--- config.mk ---
export PLATFORM = sky130hd
export DESIGN_NAME = fifo_rr_drain
export DESIGN_NICKNAME = d
export VERILOG_FILES = /design/src/rtl/fifo_rr_drain.sv
export SDC_FILE = /design/constraint.sdc
export NUM_CORES = 1
export LEC_CHECK = 0
export ABC_AREA = 0
export ABC_CLOCK_PERIOD_IN_PS = 2000
export CAP_MARGIN = 5
export CELL_PAD_IN_SITES_DETAIL_PLACEMENT = 1
export CELL_PAD_IN_SITES_GLOBAL_PLACEMENT = 1
export CORE_MARGIN = 2
export CORE_UTILIZATION = 32
export CTS_CLUSTER_SIZE = 10
export DETAILED_ROUTE_END_ITERATION = 10
export GPL_TIMING_DRIVEN = 0
export PLACE_DENSITY = 0.87
export SYNTH_ARGS = -nofsm -noshare
export SYNTH_HDL_FRONTEND = slang
export SYNTH_SLANG_ARGS = --single-unit
--- constraint.sdc ---
create_clock -name clk -period 2 [get_ports clk]
set_input_delay 0.4 -clock clk [delete_from_list [all_inputs] [get_ports clk]]
set_output_delay 0.4 -clock clk [all_outputs]
set_load 0.05 [all_outputs]
--- src/rtl/fifo_rr_drain.sv ---
// Round-robin drain stage: pops one non-empty upstream fifo per cycle and
// presents the item on a registered valid/ready output link.
module fifo_rr_drain #(
  parameter int NUM_IN = 4,
  parameter int SIZE   = 2,
  parameter int CNT_W  = 16,
  localparam int SRC_W = (NUM_IN > 1) ? $clog2(NUM_IN) : 1
) (
  input  logic                   clk,
  input  logic                   reset,
  input  logic [NUM_IN-1:0]      empty,
  input  logic [NUM_IN*SIZE-1:0] item_in,
  output logic [NUM_IN-1:0]      read,
  output logic                   out_valid,
  output logic [SIZE-1:0]        out_item,
  input  logic                   out_ready,
  output logic [SRC_W-1:0]       out_src,
  output logic [CNT_W-1:0]       fwd_count
);

  typedef enum logic {EMPTY, FULL} state_t;

  localparam logic [SRC_W-1:0] LAST_INIT = SRC_W'(NUM_IN - 1);

  state_t            state, state_next;
  logic [SRC_W-1:0]  last_grant;
  logic [NUM_IN-1:0] req;
  logic              drain;
  logic              load_ok;
  logic              grant_found;
  logic [SRC_W-1:0]  grant_idx;
  logic              grant_valid;

  // base + k with base < NUM_IN and 1 <= k <= NUM_IN needs at most one wrap
  function automatic logic [SRC_W-1:0] wrap_idx(input logic [SRC_W-1:0] base, input int k);
    int s;
    s = int'(base) + k;
    if (s >= NUM_IN) s = s - NUM_IN;
    return SRC_W'(s);
  endfunction

  assign req     = ~empty;
  assign drain   = out_valid & out_ready;
  assign load_ok = !out_valid | out_ready;

  // Search starts just past the last winner so every requester is served in turn
  always_comb begin
    grant_found = 1'b0;
    grant_idx   = '0;
    for (int k = 1; k <= NUM_IN; k++) begin
      if (!grant_found && req[wrap_idx(last_grant, k)]) begin
        grant_found = 1'b1;
        grant_idx   = wrap_idx(last_grant, k);
      end
    end
  end

  assign grant_valid = load_ok & grant_found & !reset;

  always_ff @(posedge clk) begin
    if (reset) state <= EMPTY;
    else       state <= state_next;
  end

  always_comb begin
    state_next = state;
    case (state)
      EMPTY: if (grant_valid) state_next = FULL;
      FULL:  if (!grant_valid && drain) state_next = EMPTY;
      default: state_next = EMPTY;
    endcase
  end

  always_comb begin
    out_valid = (state == FULL);
    read      = '0;
    if (grant_valid) read[grant_idx] = 1'b1;
  end

  // A drain that coincides with a load is simply overwritten, giving no bubble
  always_ff @(posedge clk) begin
    if (reset) begin
      out_item   <= '0;
      out_src    <= '0;
      last_grant <= LAST_INIT;
      fwd_count  <= '0;
    end else begin
      if (grant_valid) begin
        out_item   <= item_in[grant_idx*SIZE +: SIZE];
        out_src    <= grant_idx;
        last_grant <= grant_idx;
      end
      if (drain) fwd_count <= fwd_count + CNT_W'(1);
    end
  end

endmodule

==> impl_metrics.tcl, run 1 <==
set metrics [dict create \
    synth_top_area_cell "dfxtp_1" \
    cts_num_sinks 23 \
    start_kind "input port" \
    placed_cells_incl_taps 216 \
    share_of_cells_above_drive_strength_1 0.220 \
    failing_checks "setup timing" \
    initialDrtViolationCount 46 \
    status "finished with violations" \
    synthToLayoutAreaGrowth_pct 59.1 \
    worst_hold_path_type "reg2reg" \
    yosys.area_share.xor_xnor 0.116 \
    leakage_nw 0.906 \
    final.fill_count 419 \
    cpLargestDelayFamily "simple AND/OR/NAND/NOR gates" \
    totalPowerFinal_mw 1.05 \
    beginning_of_the_worst_hold_path "fwd_count[1]" \
    synth_adder_area_share 0.0110 \
    floorplan.rows 21 \
    drt_first_pass_iters 4 \
    post_synthesis_sequential_element_count 23 \
    place.port_buffers 38 \
    tritoncts.num_buffers 3 \
    global_route.usage.total 0.186 \
    cts_root_buf "clkbuf_4" \
    hold_violations 0 \
    horizontal_extent_of_the_die_um 63.6 \
    vdd_ir_drop_max_mv 0.390 \
    cts_tree "yes" \
    worst-slew-pin-transition_ns 0.531 \
    worstSetupStartpoint "empty[2]" \
    antenna_violating_nets_post_route 0 \
    fin_cells 228 \
    critPathArrivalTime_ns 1.67 \
    drc 0 \
    synthesis.area_um2 1140 \
    final_period_minus_worst_setup_slack_ns 2.07 \
    post_synth_inst_count 132 \
    fin_util 0.538 \
    initial_utilization 0.338 \
    wire_per_inst_um 16.6 \
    cts_max_level 1 \
    final-setup-viol-count 4 \
    hold_ws_ns 0.514 \
    synth_top_area_share 0.405 \
    drt-total-wl_um 3790 \
    muxShareOfSynthArea 0.0451 \
    floorplan.die_area_um2 4050 \
    critical_path.cell_chain "dlygate4sd2_1 > and4_2 > nor3b_4 > nand2_1 > nor2b_2 > buf_6" \
    antennaDiodeCount 0 \
    fin_nets 199 \
    syn_area_per_cell_um2 8.62 \
    path_buf_inv 2 \
    power_density_over_the_cells_nw_per_um2 583 \
    placeable_area_um2 3360 \
    synth_compound_area_frac 0.0891 \
    synth.distinct_cells 32 \
    worstSetupPathType "in2out" \
    worstPathMaxFanout 7 \
    sequential_cell_area_fraction_in_the_yosys_report 0.405 \
    layout_worst_path_cycle_share 1.04 \
    crit_slowest_cell "dlygate4sd2_1" \
    clkSlewWorstSetupHoldPaths_ns 0.13 \
    timing.critical_path.slowest_cell_delay_ns 0.33 \
    max-slew-margin-rel 0.643 \
    grt_overflow 0 \
    routabilityCongestion 0.741 \
    post_drt_via_cell_ratio 5.29 \
    synth_top_family_by_area "simple AND/OR/NAND/NOR gates" \
    ys_warn_count 0 \
    post_cts_hold_buffers 0 \
    syn_nets 148 \
    pin_count_of_the_biggest_net_entering_global_routing 14 \
    final.setup.worst_slack_ns -0.0716 \
    detailed_place_hpwl_um 2510 \
    via_count_of_the_first_global_routing_pass 1277 \
    die_y_um 63.6 \
    finClkSkew_ns 0.00349 \
    rsz0062_at_grt "yes" \
    cp_data_required_time_ns 1.60 \
    max_cap_violations 0 \
    synth_top_cells_by_area "dfxtp_1, xor2_1, nor2_1" \
    cts.path.max_buffers 2 \
    design.portCount 40 \
    vias 1206 \
    global_route_wire_length_before_repair_um 5960 \
    post_synth_and_or_nand_nor_area_fraction 0.315 \
    critical_path.endpoint_type "output port" \
    synth_edf_count 0 \
    initial_antenna_violation_count 0 \
    async_flop_share 0 \
    clk-insertion-delay-late_ns 0.31 \
    max_freq_ghz 0.483 \
    finalMaxSlewViolations 0 \
    synth_ff_type "dfxtp_1" \
    rr_startpoint "last_grant[0]" \
    preCtsSetupSlack_ns -1.33 \
]
==> cells by family after synthesis <==
kind of cell,Yosys count
compound gates,14
xor+xnor,15
fa+ha+maj,1
buf+inv,4
flops,23
mux,4
simple gates,71
==> layer usage <==
metal / up-vias / wire (um) / track usage
li1: 568 / - / -
met1: 600 / 1560 / 0.212
met2: 32 / 2030 / 0.349
met3: 6 / 136 / 0.0429
met4: 0 / 57 / 0.0435
met5: - / 0 / 0
==> worst reg2reg max path, stage by stage, from the launching register on <==
cell and delay (ns):
dfxtp_4 0.40, a2bb2oi_4 0.19, buf_4 0.14, a221o_1 0.33
and3_1 0.19, mux2_2 0.27, a311o_1 0.26
==> layout make-up <==
type                    count  area, um2  area share
multi-input cells         105        772       0.427
flip-flops and latches     23        468       0.259
well taps                  46       57.6      0.0318
clock inverters             1       5.00     0.00277
repair buffers             46        462       0.255
clock buffers               3       22.5      0.0124
plain buffers               4       22.5      0.0124
==> final timing paths <==
| check | endpoint | slack [ns] | cells after the start |
|---|---|---|---|
| hold / removal | fwd_count[1] | 0.51 | 2 |
| setup / recovery | read[3] | -0.07 | 6 |
| hold reg to reg | fwd_count[1] | 0.51 | 2 |
| setup reg to reg | out_item[0] | 0.12 | 6 |
==> metrics by stage <==
stage	TNS, ns	cell area [um2]
after floorplan	-0.0547	1150
after global placement	-6.88	1590
after detailed placement	-7.78	1590
after CTS	-0.260	1720
after global routing	-0.592	1810
final	-0.222	1810
==> layout by cell type (no fill, tap or decap), types with 2 or more instances in the layout <==
cell             synthesis  routed
clkdlybuf4s50_1          0      15
dfxtp_4                  0       2
xor2_1                  12      12
xnor2_1                  3       3
buf_6                    1       6
nor3_4                   0       2
nand2_1                 11      10
buf_4                    0       7
and3_1                   6       6
nor2_1                  22      21
a221o_1                  2       2
a21oi_1                  5       5
dlymetal6s2s_1           0      10
nor2b_1                  4       2
and4_1                   2       2
dlygate4sd2_1            0       7
clkbuf_4                 0       3
clkbuf_1                 3       3
nand3_1                 12      11
mux2_4                   2       2
dfxtp_1                 23      21
nand4_1                  3       3
==> cell usage after synthesis, types with 2 or more instances <==
library cell  number
a21oi_1            5
a221o_1            2
and3_1             6
and4_1             2
clkbuf_1           3
dfxtp_1           23
mux2_4             2
nand2_1           11
nand3_1           12
nand4_1            3
nor2_1            22
nor2b_1            4
nor3_1             3
nor3b_1            2
o21bai_1           2
xnor2_1            3
xor2_1            12
==> timing repair <==
item,in CTS,in global routing
pin swaps,5,5
endpoints found under the setup margin,12,17
setup buffers,6,2
gates resized for setup,52,22
==> state kept, by name, indices dropped and copies added, names as in the netlist <==
name,flops
out_valid,1
out_item,2
last_grant,2
fwd_count,16
out_src,2
==> where the power goes <==
group | leakage (nW) | internal, mW | switching (mW)
Clock | 0.0177 | 0.0748 | 0.145
Sequential | 0.188 | 0.478 | 0.0240
Combinational | 0.701 | 0.151 | 0.182
Total | 0.906 | 0.704 | 0.351
Note: power is estimated with default switching activity, not from simulation.
==> run 2: changes to the inputs <==
==> constraint.sdc (replaced) <==
create_clock -name clk -period 2 [get_ports clk]
set_input_delay 0.2 -clock clk [delete_from_list [all_inputs] [get_ports clk]]
set_output_delay 0.2 -clock clk [all_outputs]
set_load 0.05 [all_outputs]
==> run 2 against run 1 <==
Effect of this change: the run now ends clean; global-route usage decreased by 0.52 points; sequential share of layout area increased by 1.2 points; routed wire length decreased by 6.4%; non-clock buffer count decreased by 3; combinational power decreased by 9.0%; register-to-register slack improved by 0.13 ns; power decreased by 3.2%; cell count decreased by 1.3%.
==> impl_metrics.tcl, run 2 (synthesized netlist as in run 1, its figures left out) <==
set metrics [dict create \
    cts_root_buf "clkbuf_4" \
    sequentialPowerShare 0.490 \
    pin_count_of_the_biggest_net_entering_global_routing 14 \
    internal_power_mw 0.684 \
    post_cts_hold_buffers 0 \
    rsz0062_at_grt "yes" \
    global_route.usage.total 0.181 \
    initial_antenna_violation_count 0 \
    floorplan.die_area_um2 4050 \
    detailed_place_hpwl_um 2540 \
    via_count_of_the_first_global_routing_pass 1222 \
    drc 0 \
    critical_path.endpoint_type "output port" \
    registers.top_by_ff_count "fwd_count" \
    placeable_area_um2 3360 \
    fin_area_um2 1720 \
    cp_common_cell "buf_4" \
    hold_ws_ns 0.269 \
    wire_per_inst_um 15.7 \
    leakage_nw 0.698 \
    tritoncts.num_buffers 3 \
    final-setup-viol-count 0 \
    design.portCount 40 \
    antennaDiodeCount 0 \
    totalPowerFinal_mw 1.02 \
    switch_share 0.330 \
    worst-slew-pin-transition_ns 0.525 \
    cts_tree "yes" \
    grt_overflow 0 \
    cts_num_sinks 23 \
    start_kind "flip-flop" \
    placed_cells_incl_taps 216 \
    worstPathMaxFanout 6 \
    vias 1158 \
    max-slew-margin-rel 0.647 \
    horizontal_extent_of_the_die_um 63.6 \
    initialDrtViolationCount 37 \
    mostFrequentLayoutCell "clkdlybuf4s50_1" \
    power_density_over_the_cells_nw_per_um2 594 \
    worst_hold_path_type "in2reg" \
    number_of_flip_flops_in_the_largest_register 16 \
    critical_path.cell_chain "a2bb2oi_2 > a221oi_2 > buf_4 > nor3_4 > and2_1 > buf_4" \
    cp_data_required_time_ns 1.80 \
    crit_slowest_cell "dfxtp_4" \
    global_route_wire_length_before_repair_um 5860 \
    p_sw_mw 0.336 \
    final.fill_count 419 \
    place.port_buffers 38 \
    post_drt_via_cell_ratio 5.15 \
    fin_nets 196 \
    worstSetupPathType "reg2out" \
    max_freq_ghz 0.526 \
    finClkSkew_ns 0.00345 \
    layout_worst_path_cycle_share 0.951 \
    power.share.clock 0.214 \
    drt_first_pass_iters 4 \
    critPathArrivalTime_ns 1.70 \
    timing.critical_path.slowest_cell_delay_ns 0.39 \
    die_y_um 63.6 \
    drt-total-wl_um 3540 \
    fin_cells 225 \
    share_comb_of_total_power 0.296 \
    max_cap_violations 0 \
    most_frequent_cells_in_the_layout "clkdlybuf4s50_1, nor2_1, dfxtp_1, xor2_1, nand3_1" \
    cts_max_level 1 \
    clkSlewWorstSetupHoldPaths_ns 0.13 \
    share_of_cells_above_drive_strength_1 0.184 \
    final_period_minus_worst_setup_slack_ns 1.90 \
    cts.path.max_buffers 2 \
    routabilityCongestion 0.753 \
    status "complete, no violations" \
    hold_violations 0 \
    clk-insertion-delay-late_ns 0.31 \
    floorplan.rows 21 \
    synthToLayoutAreaGrowth_pct 51.2 \
    antenna_violating_nets_post_route 0 \
    initial_utilization 0.338 \
    vdd_ir_drop_max_mv 0.255 \
    cell_area_reported_after_detailed_placement_um2 1580 \
    finalMaxSlewViolations 0 \
]
[run 2: changes by cell type in the layout (fill, tap and decap cells not counted), sizes merged]
cell	previous run	this run
clkdlybuf4s50	15	29
dlymetal6s2s	10	3
dlygate4sd2	7	2
buf	13	10
clkbuf	7	6
clkdlybuf4s15	1	0
[run 2: timing repair]
action | CTS | global route
gates resized for setup | 32 | 15
pin swaps | 1 | 1
setup buffers | 2 | 3
endpoints found under the setup margin | 4 | 7
[run 2: power by group through the flow]
| stage | Sequential (mW) | Clock, mW | Combinational, mW |
|---|---|---|---|
| detailed placement | 0.506 | 0 | 0.265 |
| global placement | 0.504 | 0 | 0.256 |
| CTS | 0.496 | 0.227 | 0.279 |
| floorplan | 0.551 | 0 | 0.120 |
| global route | 0.502 | 0.243 | 0.321 |
| finish | 0.500 | 0.219 | 0.302 |
[run 2: stage by stage]
stage	worst slack, ns	utilization	TNS (ns)
2_1_floorplan	0.0406	-	0
3_3_place_gp	-0.818	0.471	-3.90
3_5_place_dp	-0.952	0.471	-4.81
4_1_cts	-0.0172	0.488	-0.0263
5_1_grt	-0.00356	0.511	-0.00356
6_report	0.0975	0.511	0
[run 2: cell type report]
class / instances / area [um2] / area share
flip-flops and latches: 23 / 465 / 0.271
repair buffers: 43 / 420 / 0.245
multi-input cells: 105 / 726 / 0.422
plain buffers: 4 / 22.5 / 0.0131
clock buffers: 3 / 22.5 / 0.0131
well taps: 46 / 57.6 / 0.0335
clock inverters: 1 / 5.00 / 0.00291
[run 2: worst max-delay path: cells and delay by family (launching register included)]
family	cells	cell delay (ns)
and+or+nand+nor	2	0.23
AOI/OAI and AO/OA	2	0.39
DFF	1	0.39
buffers and inverters	2	0.37
[run 2: routing by layer]
layer,global-route usage,wire length (um)
met5,0,0
met4,0.0625,69
met3,0.0214,62
met2,0.339,1850
met1,0.210,1560
[run 2: worst paths after layout]
kind                      start             to  slack, ns  depth (start not counted)
setup / recovery  last_grant[0]        read[1]        0.1                          6
hold / removal        out_ready   fwd_count[1]       0.27                          3
setup reg to reg      out_valid  fwd_count[13]       0.25                          5
hold reg to reg    fwd_count[1]   fwd_count[1]       0.53                          2
